`config.mk`:
```
export PLATFORM = sky130hd
export DESIGN_NAME = uart_tx_fifo
export DESIGN_NICKNAME = d
export VERILOG_FILES = /design/src/rtl/uart_pkg.sv /design/src/rtl/uart_fifo.sv /design/src/rtl/uart_tx_fifo.sv
export SDC_FILE = /design/constraint.sdc
export NUM_CORES = 1
export LEC_CHECK = 0
export CAP_MARGIN = 25
export CORE_MARGIN = 1
export CORE_UTILIZATION = 40
export CTS_BUF_LIST = sky130_fd_sc_hd__clkbuf_16
export CTS_CLUSTER_SIZE = 14
export DETAILED_ROUTE_END_ITERATION = 8
export PLACE_DENSITY = 0.63
export SYNTH_ARGS = -nofsm -noshare
export SYNTH_HDL_FRONTEND = slang
export SYNTH_HIERARCHICAL = 1
export SYNTH_SLANG_ARGS = --single-unit
export TNS_END_PERCENT = 50
```
`constraint.sdc`:
```
create_clock -name clk -period 3.51 [get_ports clk]
set_clock_uncertainty 0.2 [all_clocks]
set_input_delay 0.5265 -clock clk [delete_from_list [all_inputs] [get_ports clk]]
set_output_delay 0.5265 -clock clk [all_outputs]
set_load 0.05 [all_outputs]
```
`src/rtl/uart_pkg.sv`:
```
// ---------------------------------------------------------------------------
// uart_pkg
// Shared types and helpers for the buffered UART transmitter.
//   parity_t      : parity selection latched per frame
//   tx_state_t    : framing FSM states
//   DEFAULT_BAUD_DIV : default clocks per bit (0xA2D)
//   decode_parity : maps the 2-bit par_mode port onto parity_t (11 -> none)
//   parity_bit    : parity bit for a data word (zero-extended to 9 bits)
// ---------------------------------------------------------------------------
package uart_pkg;

  localparam int DEFAULT_BAUD_DIV = 2605;

  typedef enum logic [1:0] {
    PAR_NONE = 2'd0,
    PAR_EVEN = 2'd1,
    PAR_ODD  = 2'd2
  } parity_t;

  typedef enum logic [2:0] {
    IDLE   = 3'd0,
    START  = 3'd1,
    DATA   = 3'd2,
    PARITY = 3'd3,
    STOP   = 3'd4
  } tx_state_t;

  function automatic parity_t decode_parity(input logic [1:0] mode);
    parity_t p;
    case (mode)
      2'b01:   p = PAR_EVEN;
      2'b10:   p = PAR_ODD;
      default: p = PAR_NONE;
    endcase
    return p;
  endfunction

  // Zero padding of narrow words does not change the XOR reduction.
  function automatic logic parity_bit(input logic [8:0] data, input parity_t mode);
    return (^data) ^ (mode == PAR_ODD);
  endfunction

endpackage

```
`src/rtl/uart_fifo.sv`:
```
// ---------------------------------------------------------------------------
// uart_fifo
// Small synchronous FIFO with show-ahead read: rd_data always presents the
// head entry; rd_en consumes it. Writes when full and reads when empty are
// ignored. Pointers wrap naturally because DEPTH is a power of two.
// Ports:
//   clk, rst  : clock, asynchronous active-high reset (flushes the queue)
//   wr_en     : write request, wr_data : word written
//   rd_en     : pop request,   rd_data : head word (valid when !empty)
//   full, empty, count : occupancy status
// ---------------------------------------------------------------------------
module uart_fifo #(
  parameter int WIDTH = 8,
  parameter int DEPTH = 4
) (
  input  logic                       clk,
  input  logic                       rst,
  input  logic                       wr_en,
  input  logic [WIDTH-1:0]           wr_data,
  input  logic                       rd_en,
  output logic [WIDTH-1:0]           rd_data,
  output logic                       full,
  output logic                       empty,
  output logic [$clog2(DEPTH):0]     count
);

  localparam int AW = $clog2(DEPTH);
  localparam logic [AW:0] FULL_CNT = (AW+1)'(DEPTH);

  logic [WIDTH-1:0] mem_r [DEPTH];
  logic [AW-1:0]    wr_ptr_r;
  logic [AW-1:0]    rd_ptr_r;
  logic [AW:0]      count_r;
  logic             wr_ok_s;
  logic             rd_ok_s;

  // Qualify requests against the current occupancy.
  always_comb begin
    wr_ok_s = wr_en & (count_r != FULL_CNT);
    rd_ok_s = rd_en & (count_r != '0);
  end

  // Storage array; contents need no reset since count gates visibility.
  always_ff @(posedge clk) begin
    if (wr_ok_s) begin
      mem_r[wr_ptr_r] <= wr_data;
    end
  end

  // Pointers and occupancy count.
  always_ff @(posedge clk or posedge rst) begin
    if (rst) begin
      wr_ptr_r <= '0;
      rd_ptr_r <= '0;
      count_r  <= '0;
    end else begin
      if (wr_ok_s) begin
        wr_ptr_r <= wr_ptr_r + AW'(1);
      end
      if (rd_ok_s) begin
        rd_ptr_r <= rd_ptr_r + AW'(1);
      end
      case ({wr_ok_s, rd_ok_s})
        2'b10:   count_r <= count_r + (AW+1)'(1);
        2'b01:   count_r <= count_r - (AW+1)'(1);
        default: count_r <= count_r;
      endcase
    end
  end

  assign rd_data = mem_r[rd_ptr_r];
  assign full    = (count_r == FULL_CNT);
  assign empty   = (count_r == '0);
  assign count   = count_r;

endmodule

```
`src/rtl/uart_tx_fifo.sv`:
```
// ---------------------------------------------------------------------------
// uart_tx_fifo
// Buffered UART transmitter: a word FIFO feeding a framing FSM
// (start, DATA_BITS LSB-first, optional parity, 1 or 2 stop bits).
// Parity mode and stop count are latched when a word is popped.
// Ports:
//   clk, rst  : clock, asynchronous active-high reset
//   tx_start  : push request, accepted when tx_rdy=1
//   tx_data   : word to push
//   par_mode  : 00 none, 01 even, 10 odd, 11 none
//   two_stop  : 1 selects two stop bits
//   tx        : serial line (idle high)
//   tx_rdy    : FIFO not full
//   tx_busy   : a frame is in progress
//   tx_done   : pulse on the last clock of the final stop bit
//   tx_ovr    : pulse when a push was dropped because the FIFO was full
//   fifo_cnt  : queued words, excluding the frame on the wire
// ---------------------------------------------------------------------------
module uart_tx_fifo
  import uart_pkg::*;
#(
  parameter int BAUD_DIV   = DEFAULT_BAUD_DIV,
  parameter int DATA_BITS  = 8,
  parameter int FIFO_DEPTH = 4
) (
  input  logic                        clk,
  input  logic                        rst,
  input  logic                        tx_start,
  input  logic [DATA_BITS-1:0]        tx_data,
  input  logic [1:0]                  par_mode,
  input  logic                        two_stop,
  output logic                        tx,
  output logic                        tx_rdy,
  output logic                        tx_busy,
  output logic                        tx_done,
  output logic                        tx_ovr,
  output logic [$clog2(FIFO_DEPTH):0] fifo_cnt
);

  localparam int BD_W = $clog2(BAUD_DIV);
  localparam int BI_W = $clog2(DATA_BITS + 1);
  localparam logic [BD_W-1:0] BAUD_LAST = BD_W'(BAUD_DIV - 1);
  localparam logic [BI_W-1:0] BIT_LAST  = BI_W'(DATA_BITS - 1);

  tx_state_t                   state_r;
  logic [BD_W-1:0]             baud_r;
  logic [BI_W-1:0]             bit_r;
  logic [DATA_BITS-1:0]        shift_r;
  parity_t                     par_r;
  logic                        par_bit_r;
  logic                        two_stop_r;
  logic                        stop_half_r;
  logic                        tx_r;
  logic                        busy_r;
  logic                        done_r;
  logic                        ovr_r;

  logic                        push_s;
  logic                        pop_s;
  logic                        baud_end_s;
  logic                        frame_end_s;
  parity_t                     par_s;
  logic [DATA_BITS-1:0]        head_s;
  logic                        full_s;
  logic                        empty_s;
  logic [$clog2(FIFO_DEPTH):0] cnt_s;

  uart_fifo #(
    .WIDTH (DATA_BITS),
    .DEPTH (FIFO_DEPTH)
  ) u_fifo (
    .clk     (clk),
    .rst     (rst),
    .wr_en   (push_s),
    .wr_data (tx_data),
    .rd_en   (pop_s),
    .rd_data (head_s),
    .full    (full_s),
    .empty   (empty_s),
    .count   (cnt_s)
  );

  // Push/pop handshakes and bit-timing terminal counts.
  always_comb begin
    baud_end_s  = (baud_r == BAUD_LAST);
    frame_end_s = (state_r == STOP) && baud_end_s && (!two_stop_r || stop_half_r);
    push_s      = tx_start & ~full_s;
    par_s       = decode_parity(par_mode);
    // A word is taken either from idle or on the last stop clock (back-to-back).
    if ((state_r == IDLE) || frame_end_s) begin
      pop_s = ~empty_s;
    end else begin
      pop_s = 1'b0;
    end
  end

  // Framing FSM, baud/bit counters, latched frame config and output registers.
  // tx is registered from the current state, so the wire trails the state by
  // one clock; that gives the two-edge push-to-start latency.
  always_ff @(posedge clk or posedge rst) begin
    if (rst) begin
      state_r     <= IDLE;
      baud_r      <= '0;
      bit_r       <= '0;
      shift_r     <= '0;
      par_r       <= PAR_NONE;
      par_bit_r   <= 1'b0;
      two_stop_r  <= 1'b0;
      stop_half_r <= 1'b0;
      tx_r        <= 1'b1;
      busy_r      <= 1'b0;
      done_r      <= 1'b0;
      ovr_r       <= 1'b0;
    end else begin
      done_r <= 1'b0;
      ovr_r  <= tx_start & full_s;

      case (state_r)
        IDLE:    tx_r <= 1'b1;
        START:   tx_r <= 1'b0;
        DATA:    tx_r <= shift_r[0];
        PARITY:  tx_r <= par_bit_r;
        STOP:    tx_r <= 1'b1;
        default: tx_r <= 1'b1;
      endcase

      case (state_r)
        IDLE: begin
          baud_r <= '0;
          if (!empty_s) begin
            shift_r     <= head_s;
            par_r       <= par_s;
            par_bit_r   <= parity_bit(9'(head_s), par_s);
            two_stop_r  <= two_stop;
            stop_half_r <= 1'b0;
            state_r     <= START;
            busy_r      <= 1'b1;
          end
        end
        START: begin
          if (baud_end_s) begin
            baud_r  <= '0;
            bit_r   <= '0;
            state_r <= DATA;
          end else begin
            baud_r <= baud_r + BD_W'(1);
          end
        end
        DATA: begin
          if (baud_end_s) begin
            baud_r  <= '0;
            shift_r <= {1'b0, shift_r[DATA_BITS-1:1]};
            if (bit_r == BIT_LAST) begin
              state_r <= (par_r == PAR_NONE) ? STOP : PARITY;
            end else begin
              bit_r <= bit_r + BI_W'(1);
            end
          end else begin
            baud_r <= baud_r + BD_W'(1);
          end
        end
        PARITY: begin
          if (baud_end_s) begin
            baud_r  <= '0;
            state_r <= STOP;
          end else begin
            baud_r <= baud_r + BD_W'(1);
          end
        end
        STOP: begin
          if (baud_end_s) begin
            baud_r <= '0;
            if (two_stop_r && !stop_half_r) begin
              stop_half_r <= 1'b1;
            end else begin
              done_r <= 1'b1;
              if (!empty_s) begin
                shift_r     <= head_s;
                par_r       <= par_s;
                par_bit_r   <= parity_bit(9'(head_s), par_s);
                two_stop_r  <= two_stop;
                stop_half_r <= 1'b0;
                state_r     <= START;
              end else begin
                state_r <= IDLE;
                busy_r  <= 1'b0;
              end
            end
          end else begin
            baud_r <= baud_r + BD_W'(1);
          end
        end
        default: begin
          state_r <= IDLE;
          busy_r  <= 1'b0;
        end
      endcase
    end
  end

  assign tx       = tx_r;
  assign tx_rdy   = ~full_s;
  assign tx_busy  = busy_r;
  assign tx_done  = done_r;
  assign tx_ovr   = ovr_r;
  assign fifo_cnt = cnt_s;

endmodule

```
==> results of run 1 <==
[metal layers]
metal | global-route usage [%] | vias up | routed length (microns)
met4 | 6.54 | 0 | 127
met1 | 20.2 | 1177 | 3100
met2 | 25.1 | 38 | 3260
met3 | 3.33 | 11 | 220
met5 | 0 | - | 0
li1 | - | 1155 | -
[cell usage after synthesis (3+ instances only)]
| cell | number |
|---|---|
| xor2_1 | 3 |
| o21a_1 | 3 |
| buf_2 | 3 |
| xnor2_1 | 10 |
| nand3_1 | 11 |
| o31ai_1 | 5 |
| nor3_1 | 4 |
| mux2i_1 | 5 |
| dfrtp_1 | 42 |
| a22o_1 | 5 |
| edfxtp_1 | 32 |
| nand2b_1 | 4 |
| o21ai_0 | 9 |
| clkbuf_1 | 8 |
| mux2_2 | 12 |
| inv_1 | 18 |
| nand4_1 | 4 |
| a31oi_1 | 8 |
| nand2_1 | 35 |
| a31o_2 | 3 |
| mux4_2 | 8 |
| and2_2 | 4 |
| or3_1 | 4 |
| nor2_1 | 14 |
| ha_1 | 8 |
[flip-flops by register name, indices dropped and copies added (netlist names), 2 cells and up]
name             count
u_fifo/mem_r        32
par_r                2
u_fifo/wr_ptr_r      2
u_fifo/count         3
shift_r              8
baud_r              12
state_r              3
u_fifo/rd_ptr_r      2
bit_r                4
[power breakdown]
| group | switching, mW | leakage [nW] | internal (mW) | total, mW |
|---|---|---|---|---|
| Combinational | 0.841 | 0.746 | 0.807 | 1.65 |
| Sequential | 0.211 | 0.838 | 1.17 | 1.38 |
| Clock | 0.374 | 0.149 | 0.627 | 1.00 |
[placed cells by master, fill, tap and decap left out, drive strengths merged, types with 3 or more instances in the layout]
cell / netlist / layout
clkdlybuf4s50: 0 / 21
nand2b: 4 / 4
a31o: 3 / 3
nand3: 12 / 12
o21a: 3 / 3
a31oi: 8 / 8
nand4: 5 / 5
buf: 5 / 3
mux2: 13 / 13
or3: 4 / 4
mux2i: 5 / 5
a22o: 5 / 5
and2: 6 / 6
xnor2: 10 / 10
nor2b: 3 / 3
xor2: 3 / 3
o21ai: 9 / 9
nand2: 35 / 35
dfrtp: 42 / 42
edfxtp: 32 / 32
clkbuf: 9 / 9
inv: 18 / 20
nor2: 14 / 14
nor3b: 4 / 4
o31ai: 5 / 5
nor3: 4 / 4
mux4: 8 / 8
clkinvlp: 0 / 3
ha: 8 / 8
[metrics by stage]
step | hold slack [ps] | setup slack (ps) | instances
5_1_grt | 313 | 287 | 440
6_report | 287 | 535 | 440
3_3_place_gp | 284 | 624 | 424
2_1_floorplan | 130 | 476 | 306
4_1_cts | 286 | 517 | 440
3_5_place_dp | 297 | 530 | 424
[worst max-delay path by stage]
| stage | cells after the start | slack [ps] | start | endpoint |
|---|---|---|---|---|
| 4_1_cts | 13 | 520 | baud_r[0] | u_fifo/count[2] |
| 2_1_floorplan | 12 | 480 | u_fifo/count[0] | u_fifo/count[2] |
| 3_5_place_dp | 13 | 530 | baud_r[0] | u_fifo/count[2] |
| 6_report | 13 | 530 | baud_r[0] | u_fifo/count[2] |
| 3_3_place_gp | 13 | 620 | baud_r[0] | u_fifo/count[2] |
| 5_1_grt | 13 | 290 | baud_r[0] | u_fifo/count[2] |
[kinds of logic (layout without fill, tap and decap cells)]
family          Yosys count  in the layout  synth area share, %
xor+xnor                 14             14                 3.64
buf+inv                  32             58                 3.44
fa+ha+maj                 9              9                 3.21
compound gates           45             45                 8.98
flops                    75             75                 54.4
mux                      26             26                 10.2
simple gates            105            105                 16.2
[cell type report]
cell class	instances	area [sq um]	share of cell area (%)
Sequential cell	75	2040	46.6
Inverter	18	67.6	1.54
Clock inverter	7	100	2.29
Timing Repair Buffer	24	233	5.32
Multi-Input combinational cell	199	1580	36.1
Tap cell	108	135	3.09
Clock buffer	9	225	5.14
[worst max-delay path, cell delays in order, from the launching register on]
cell     delay [ps]
dfrtp_1         430
inv_1            80
ha_1            130
and4b_1         360
nand4_1         130
a21o_1          270
inv_1            80
o31a_2          170
ha_1            190
inv_1            60
fa_1            370
xor2_1          150
nor2_1          120
xor2_1          150
==> results.toml, run 1 <==
[sta]
maxSlewHeadroom_pct = 40.9
fin_crit_ps = 2980
tns_ps = 0
finalSetupViolations = 0
finalMaxSlewViolations = 0
final.period_utilization_pct = 84.8
max_clock_freq_ghz = 0.336
tightest_slew_ps = 883
hold_viol_final = 0
rsz0062_at_grt = "false"

[pwr]
power_mw = 4.03
p_leak_nw = 1.73
max-vdd-ir-drop_mv = 0.600
power_density_nw_per_um2 = 921

[clock_network]
cts_root_buf = "clkbuf_16"
cts.sinks = 75
cts.repair.resized = 0
path_clk_slew_ps = 60
hold_buffers = 0
clockBufferDepth = 2
clkLatencyLatePin_ps = 330
postCtsSetupRepairBufs = 0
cts_max_level = 3
cts_tree = "built"
numCtsBuffers = 9

[setup_path]
reg2reg_from = "baud_r[0]"
r2r_end = "u_fifo/count[2]"
rr_worst_depth = 13
required_ps = 3570
worst_setup_path_start_kind = "flop"
path_class = "reg -> reg"
arrival_ps = 3030
reg2reg_slack_ps = 530
cp-end-kind = "flop"
critPathMaxFanout = 7

[detailed_routing]
vias = 2381
wl_per_cell_microns = 15.2
viasPerCell = 5.41
drt_iter0_drc = 151
drc_errors = 0
wl_microns = 6710
dr.pass1.iters = 5
ant_nets = 0

[die]
rows = 34
chipHeight_microns = 98.8
fp.dieW_microns = 98.8
core_sq_um = 8890
start_util_pct = 42.1
io_pins = 22
die_area_sq_um = 9760

[run_status]
status = "finished clean"

[synthesis]
ys_seq_area_share_pct = 54.4
ys.flop_type = "dfrtp_1"
synth-seq-cells = 75
synth_cell_types = 60
async_flop_share_pct = 57.3
synth_edf_count = 32
synth_area_sq_um = 3750
netlist.area_leader.share_pct = 28.1
avgSynthCellArea_sq_um = 12.2
synthCells = 306
yosysTopAreaCell = "dfrtp_1"
yosys_warnings = 6
syn_nets = 329
yosys-top-cells-area = "dfrtp_1 (28%), edfxtp_1 (26%), mux4_2 (4.8%), mux2_2 (3.6%), nand2_1 (3.5%)"

[finish]
fin_nets = 350
fill_cells = 767
fin_area_sq_um = 4380
final_core_util_pct = 49.2
drive_gt1_share_pct = 18.7
area_growth_syn_to_layout_pct = 16.9
diodes = 0

[placement]
portBuffers = 21
dpl.hpwl_microns = 4600
placed_area_sq_um = 4050
place_congestion = 0.746

[grt]
grt_pass1_wl_microns = 11700
grt_max_degree = 23
grt_pass1_vias = 2391
grt.total_usage_pct = 15.5
antenna_found_initial = 0
overflow = 0

[flow_run]
max_cap_viol_count = 0

[worst_hold_path]
hold_path.class = "in -> async"
Power figures use the tool's default switching activity.
==> run 2, diff against run 1 <==
==> constraint.sdc (replaced) <==
create_clock -name clk -period 3.1 [get_ports clk]
set_clock_uncertainty 0.2 [all_clocks]
set_input_delay 0.465 -clock clk [delete_from_list [all_inputs] [get_ports clk]]
set_output_delay 0.465 -clock clk [all_outputs]
set_load 0.05 [all_outputs]
==> results.toml, run 2 (synthesized netlist as in run 1, its figures left out) <==
[setup_path]
max_stage_delay_ps = 480
required_ps = 3150
path_delay_family = "simple AND/OR/NAND/NOR gates"
crit_buf_inv = 2
arrival_ps = 2830
critPathMaxFanout = 6
path_cells = "nor3_1, or3_1, a21o_1, inv_1, o31a_2, ha_1, inv_1, fa_1, xor2_1, nor2_1, xor2_1"
worst_path_max_delay_cell = "dfrtp_1"
worst_setup_path_start_kind = "flop"
cp-end-kind = "flop"
path_class = "reg -> reg"
reg2reg_slack_ps = 330

[clock_network]
clockBufferDepth = 2
postCtsSetupRepairBufs = 0
cts.sinks = 75
cts_max_level = 3
hold_buffers = 0
numCtsBuffers = 9
path_clk_slew_ps = 60
cts_root_buf = "clkbuf_16"
clkLatencyLatePin_ps = 330
cts.repair.resized = 0
cts_tree = "built"

[detailed_routing]
wl_microns = 6940
viasPerCell = 5.33
drt_iter0_drc = 133
vias = 2374
ant_nets = 0
wl_per_cell_microns = 15.6
drc_errors = 0
dr.pass1.iters = 4

[flow_run]
max_cap_viol_count = 0

[worst_hold_path]
hold_path.class = "in -> async"

[grt]
antenna_found_initial = 0
grt_pass1_wl_microns = 11900
grt_pass1_vias = 2430
grt_max_degree = 37
grt.total_usage_pct = 15.6
overflow = 0

[pwr]
seq_power_share_pct = 34.1
internal-power_mw = 2.89
max-vdd-ir-drop_mv = 0.693
power_density_nw_per_um2 = 1030
p_sw_mw = 1.62
p_leak_nw = 1.75
sw_frac_of_total_pct = 35.9
combPwrFrac_pct = 42.8
power_mw = 4.51
clkPwrFrac_pct = 23.1

[placement]
post-place-ws_ps = 324
place_congestion = 0.786
dpl.hpwl_microns = 4770
portBuffers = 21
dpl.cell_count = 429

[finish]
layoutNonFillerInstCount = 445
layout_commonest_cell = "dfrtp_1"
drive_gt1_share_pct = 19.9
top_register = "u_fifo/mem_r"
reg_top3 = "u_fifo/mem_r (32), baud_r (12), shift_r (8)"
area_growth_syn_to_layout_pct = 17.2
largest_reg_flops = 32
diodes = 0
layout_common_cells = "dfrtp_1 (42), nand2_1 (35), edfxtp_1 (32), clkdlybuf4s50_1 (21), inv_1 (18)"
fin_nets = 355

[sta]
hold_ws_ps = 210
tightest_slew_ps = 852
worst_slack_ps = 325
final.period_utilization_pct = 89.5
finalMaxSlewViolations = 0
max_clock_freq_ghz = 0.360
fin_crit_ps = 2770
tns_ps = 0
maxSlewHeadroom_pct = 43.0
hold_viol_final = 0
finalSetupViolations = 0
rsz0062_at_grt = "false"

[die]
core_sq_um = 8890
chipHeight_microns = 98.8
fp.dieW_microns = 98.8
io_pins = 22
die_area_sq_um = 9760
start_util_pct = 42.1
rows = 34

[run_status]
status = "finished clean"
[run 2: cell type report]
type	instances	area (sq um)
multi-input combinational	199	1580
fill	767	4500
timing repair buffer	29	270
clock inverter	7	76.3
sequential	75	2040
inverter	18	67.6
clock buffer	9	225
tap	108	135
[run 2: per-stage QoR]
step | utilization (%) | instance area (sq um)
2_1_floorplan | - | 3750
3_3_place_gp | 46.0 | 4090
3_5_place_dp | 46.0 | 4090
4_1_cts | 49.4 | 4390
5_1_grt | 49.4 | 4390
6_report | 49.4 | 4390
[run 2: power by group through the flow]
stage	Sequential [mW]	Combinational (mW)	Clock (mW)
finish	1.54	1.93	1.04
global placement	1.55	1.91	0
detailed placement	1.56	1.94	0
CTS	1.54	1.95	1.06
global route	1.58	2.13	1.11
floorplan	1.59	1.46	0
[run 2: worst paths after layout]
check	from	to	depth (start not counted)
max	u_fifo/count[0]	u_fifo/count[2]	11
min	rst	u_fifo/wr_ptr_r[1]	2
max reg2reg	u_fifo/count[0]	u_fifo/count[2]	11
min reg2reg	bit_r[3]	bit_r[3]	1
max in group asynchronous	rst	tx	3
min in group clk	bit_r[3]	bit_r[3]	1
[run 2: layer usage]
layer,wire (microns),GRT usage [%]
met5,0,0
met4,149,6.20
met3,255,3.90
met2,3340,24.8
met1,3200,20.4
==> patch 1, RTL diff (settings of run 2) <==
Reset style: synchronous (`rst`), changed in 2 clocked blocks. Comments in the files are not updated.
--- a/src/rtl/uart_fifo.sv
+++ b/src/rtl/uart_fifo.sv
@@ -48,7 +48,7 @@
   end
 
   // Pointers and occupancy count.
-  always_ff @(posedge clk or posedge rst) begin
+  always_ff @(posedge clk) begin
     if (rst) begin
       wr_ptr_r <= '0;
       rd_ptr_r <= '0;
--- a/src/rtl/uart_tx_fifo.sv
+++ b/src/rtl/uart_tx_fifo.sv
@@ -97,7 +97,7 @@
   // Framing FSM, baud/bit counters, latched frame config and output registers.
   // tx is registered from the current state, so the wire trails the state by
   // one clock; that gives the two-edge push-to-start latency.
-  always_ff @(posedge clk or posedge rst) begin
+  always_ff @(posedge clk) begin
     if (rst) begin
       state_r     <= IDLE;
       baud_r      <= '0;
Behaviour: differs if rst is asserted again (counterexample within 4 cycles, from zero or initial values and one cycle with rst high); with rst held inactive, the same outputs for 10 cycles.
==> patch 1 against run 2 <==
  * Largest power group unchanged
  * Critical path type unchanged
  * Critical endpoint is now u_fifo/count[2]
  * Sequential power down 11%
  * Non-clock buffer count up 3
  * Sequential share of layout area down 2.8 points
  * Cell area down 2.7%
  * Hold slack better by 0.044 ns
  * Synthesized area down 5.2%
  * Highest routed layer unchanged
  * Worst setup slack worse by 0.15 ns
  * Fmax down 5.2%
  * Count of clock-buffer cells in the layout unchanged
  * Total power down 14%
  * Routed wire length down 4.3%
  * Sequential cell count up 2
  * First-iteration DRC count down 37%
==> patch 1: results (changes against run 2) <==
The count of multi-input gates came out at 211 (+6.0%). The number of non-clock buffers is 32 (+10%). The share of synthesized area occupied by flip-flops and latches is 52.4% (-2.0 points). The critical path data arrival time is 2.99 ns (+0.16 ns). In this run the critical register-to-register path is captured at u_fifo/count[2]. The placer congestion estimate is 0.744 (-5.3%).

The maximum achievable frequency was 342 MHz (-5.2%). The number of nets in the final layout is 371 (+4.5%). The via count of the first global-routing pass came to 2302 (-5.3%).

The share of layout cells above drive strength 1 came out at 15.3% (-4.6 points). The met2 wire length was 3.22 mm (-3.5%). The share of synthesized flip-flops with an asynchronous set or reset came out at 0% (-57 points). The actual slew at the worst max-slew pin came to 0.595 ns (-0.257 ns).

The power in the clock group came out at 0.00110 W (+6%). The wire length the detailed router placed on met1 was 3.06 mm (-4.4%). The commonest cells after synthesis are 45 x sky130_fd_sc_hd__dfxtp_1, 32 x sky130_fd_sc_hd__edfxtp_1, 32 x sky130_fd_sc_hd__nor2_1, 20 x sky130_fd_sc_hd__a21oi_1. The worst setup slack for register-to-register paths is 0.17 ns (-0.15 ns). The global routing usage summed across all routing layers was 15.6% (+0.069 points).

The placed instance area is 3940 um2 (-3.7%). The worst reg2reg path depth came to 12 (+1). The switching power as a share of total power came out at 34.0% (-1.9 points).

The half-perimeter wire length after detailed placement was 4.53 mm (-5.2%). The count of state elements after synthesis is 77 (+2.7%). The largest net degree at the start of global routing is 41 (+11%). The total length of routed wires is 6.65 mm (-4.3%). The mean area per synthesized cell came out at 11.2 um2 (-8.2%). The delay of the slowest cell on the worst path came out at 0.45 ns (-0.03 ns). The smallest hold slack is 0.254 ns (+0.0436 ns). The placed instance count was 445 (+3.7%). The number of distinct library cells after synthesis came out at 55 (-8.3%). The clock tree cell share of total cell area is 7.38% (+0.51 points).

The global-route met2 utilization is 25.7% (+0.85 points). Ranked by total cell area, the synthesized netlist is headed by sky130_fd_sc_hd__edfxtp_1 27%, sky130_fd_sc_hd__dfxtp_1 25%, sky130_fd_sc_hd__mux4_2 5.1%, sky130_fd_sc_hd__mux2i_1 3.7%, sky130_fd_sc_hd__nor2_1 3.4%. The synthesized net count is 339 (+3.0%).

The flow ran to the end, and the final reports show no timing, DRC or antenna violations. The total sequential power came out at 0.00137 W (-11%). The met3 layer usage reported by global route is 4.11% (+0.21 points). The peak supply drop is 374 uV (-46%).

The utilization after layout came out at 49.2% (-0.16 points). The total area of multi-input combinational cells came out at 1600 um2 (+1.6%). The inverter count was 17 (-1). The fill cell total of the finished layout is 815 (+6.3%).

The worst-case setup slack after placement is 0.0533 ns (-0.271 ns). The leakage power figure is 1.54 nW (-12%). In this run the worst setup path begins at baud_r[5]. The sequential cell area share is 43.6% (-2.8 points). The total power is 0.00389 W (-14%).
==> patch 1: cell types whose count changed in the layout (fill, tap and decap cells not counted), moves of 7 or more <==
cell	change
sky130_fd_sc_hd__dfxtp_1	+45
sky130_fd_sc_hd__dfrtp_1	-42
sky130_fd_sc_hd__a21oi_1	+19
sky130_fd_sc_hd__nand2_1	-18
sky130_fd_sc_hd__nor2_1	+18
sky130_fd_sc_hd__mux2i_1	+8
sky130_fd_sc_hd__a311oi_1	+7
==> patch 1: what timing repair did <==
item | in CTS | in global routing
setup buffers | 0 | 0
gates resized for setup | 0 | 3
endpoints found under the setup margin | 0 | 1
==> patch 1: kinds of logic after synthesis <==
kind of cell	after synthesis	share of synthesized area [%]
AND/OR/NAND/NOR	107	16.7
flip-flops	77	52.4
AO/OA/AOI/OAI	54	9.93
buffers and inverters	28	2.99
multiplexers	28	11.0
XOR/XNOR	13	3.59
adder cells (fa/ha/maj)	9	3.38
==> patch 2, RTL diff (config.mk and constraints of run 2) <==
Made on the original files. `DATA_BITS`: 8 -> 32.
--- a/src/rtl/uart_tx_fifo.sv
+++ b/src/rtl/uart_tx_fifo.sv
@@ -20,7 +20,7 @@
   import uart_pkg::*;
 #(
   parameter int BAUD_DIV   = DEFAULT_BAUD_DIV,
-  parameter int DATA_BITS  = 8,
+  parameter int DATA_BITS  = 32,
   parameter int FIFO_DEPTH = 4
 ) (
   input  logic                        clk,
Ports: changed (resized tx_data); port bits go from 22 to 46. The function was not compared with the original's and may differ.
==> patch 2 against run 2 <==
  * Worst setup slack got worse by 0.098 ns
  * Largest cell class unchanged
  * Synthesized area increased by 130%
  * Sequential cell count increased by 122
  * Cell area increased by 130%
  * Sequential share of layout area increased by 9.4 points
  * Total power increased by 87%
  * Routed wire length increased by 120%
  * Combinational power increased by 21%
  * Final cell count increased by 91%
  * First-iteration DRC count increased by 47%
  * Largest power group is now sequential cells
  * Synthesized cell count increased by 65%
  * Critical path type unchanged
  * Non-clock buffer count increased by 31
==> patch 2: results (changes against run 2) <==
The total via count after detailed routing was 4463 (+88%). The count of input and output buffers is 45 (+110%). The wire length the detailed router placed on met1 was 6.57 mm (+110%). The delay of the slowest cell on the worst path came out at 0.45 ns (-0.03 ns). The half-perimeter wire length after detailed placement was 9.58 mm (+100%). The flow ran to the end, and the final reports show no timing, DRC or antenna violations. The number of non-clock buffers is 60 (+110%). The worst-case setup slack after placement came out at 0.241 ns (-0.0830 ns). The number of standard cells in the layout, taps in and fillers out came out at 848 (+91%). The met1 demand-to-capacity share in global routing is 17.8% (-2.6 points). The relative slew slack was 61.9% (+19 points). The initial detailed-routing violation count is 195 (+47%). The xor/xnor cell area share of the yosys netlist is 1.91% (-1.7 points). The adder and majority gate portion of the synthesized area was 1.41% (-1.8 points).

The clock-pin slew of the registers on the worst-case setup and hold paths was 0.08 ns (+0.02 ns). In the final layout, the registers with the most flip-flops are u_fifo/mem_r: 128 flops, shift_r: 32 flops, baud_r: 12 flops. The maximum achievable frequency came out at 348 MHz (-3.4%). The leakage power figure was 3.57 nW (+100%). The count of clock buffers in the final design is 17 (+8). The global-route met2 utilization came out at 26.8% (+2.0 points). The number of nets in the final layout was 607 (+71%). The met2 wire length came out at 8.20 mm (+150%). The number of flops mapped to enable cells by yosys came out at 128 (+300%). The worst-skew pair later-pin latency came out at 0.43 ns (+0.10 ns).

The power in the clock group is 0.00226 W (+120%). The global routing usage summed across all routing layers came out at 15.1% (-0.46 points). The peak supply drop is 489 uV (-30%). The inverter count came out at 22 (+4).

The placed instance area came out at 9350 um2 (+130%). The share of synthesized flip-flops with an asynchronous set or reset is 35.0% (-22 points). The synthesized net count came to 552 (+68%). The internal power of the cells is 0.00593 W (+110%). The fill cell total of the finished layout is 1806 (+140%). The number of instances in the synthesized netlist is 505 (+65%). The number of flip-flops and latches came out at 197 (+160%).

In this design, the largest share of critical-path delay is due to adder cells. The share of synthesized area occupied by flip-flops and latches is 65.4% (+11 points). Yosys attributes the largest share of cell area to sky130_fd_sc_hd__edfxtp_1 45%, sky130_fd_sc_hd__dfrtp_1 20%, sky130_fd_sc_hd__mux4_2 7.4%, sky130_fd_sc_hd__mux2_2 4.9%, sky130_fd_sc_hd__mux2_1 3.8%. The placer congestion estimate is 0.776 (-1.3%).

The share of layout cells above drive strength 1 is 22.5% (+2.6 points). The post-synthesis compound-gate area fraction came to 4.64% (-4.3 points). The combinational logic power is 0.00234 W (+21%). The count of multi-input gates is 262 (+32%).

The share of final layout cell area taken by non-clock buffers came to 6.52% (+0.37 points). The total area of multi-input combinational cells is 2700 um2 (+71%). The placed instance count is 816 (+90%). The largest net degree at the start of global routing is 43 (+16%). The switching power as a share of total power is 29.8% (-6.1 points). The via count of the first global-routing pass came out at 4753 (+96%). The multiplexer area fraction after synthesis is 18.2% (+8.0 points).

The critical path data arrival time is 3.02 ns (+0.19 ns). The master of the slowest instance on the critical path is sky130_fd_sc_hd__dfrtp_2.
## patch 2: changes by cell type after synthesis, moves of 5 or more
cell / delta
sky130_fd_sc_hd__nor2b_1: +5
sky130_fd_sc_hd__nand2_1: -22
sky130_fd_sc_hd__mux2_2: +25
sky130_fd_sc_hd__buf_2: +5
sky130_fd_sc_hd__edfxtp_1: +96
sky130_fd_sc_hd__o31ai_1: -5
sky130_fd_sc_hd__mux4_2: +20
sky130_fd_sc_hd__and2_1: +6
sky130_fd_sc_hd__dfrtp_1: +26
sky130_fd_sc_hd__mux2_1: +29
## patch 2: worst paths after layout
path | from | endpoint | slack (ns) | cells after the start
worst max-delay path | baud_r[0] | u_fifo/count[2] | 0.23 | 13
max in group asynchronous | rst | shift_r[28] | 1.83 | 3
worst min register to register | shift_r[17] | shift_r[17] | 0.28 | 1
worst min-delay path | rst | u_fifo/rd_ptr_r[0] | 0.13 | 2
min in group clk | shift_r[17] | shift_r[17] | 0.28 | 1
worst max register to register | baud_r[0] | u_fifo/count[2] | 0.23 | 13
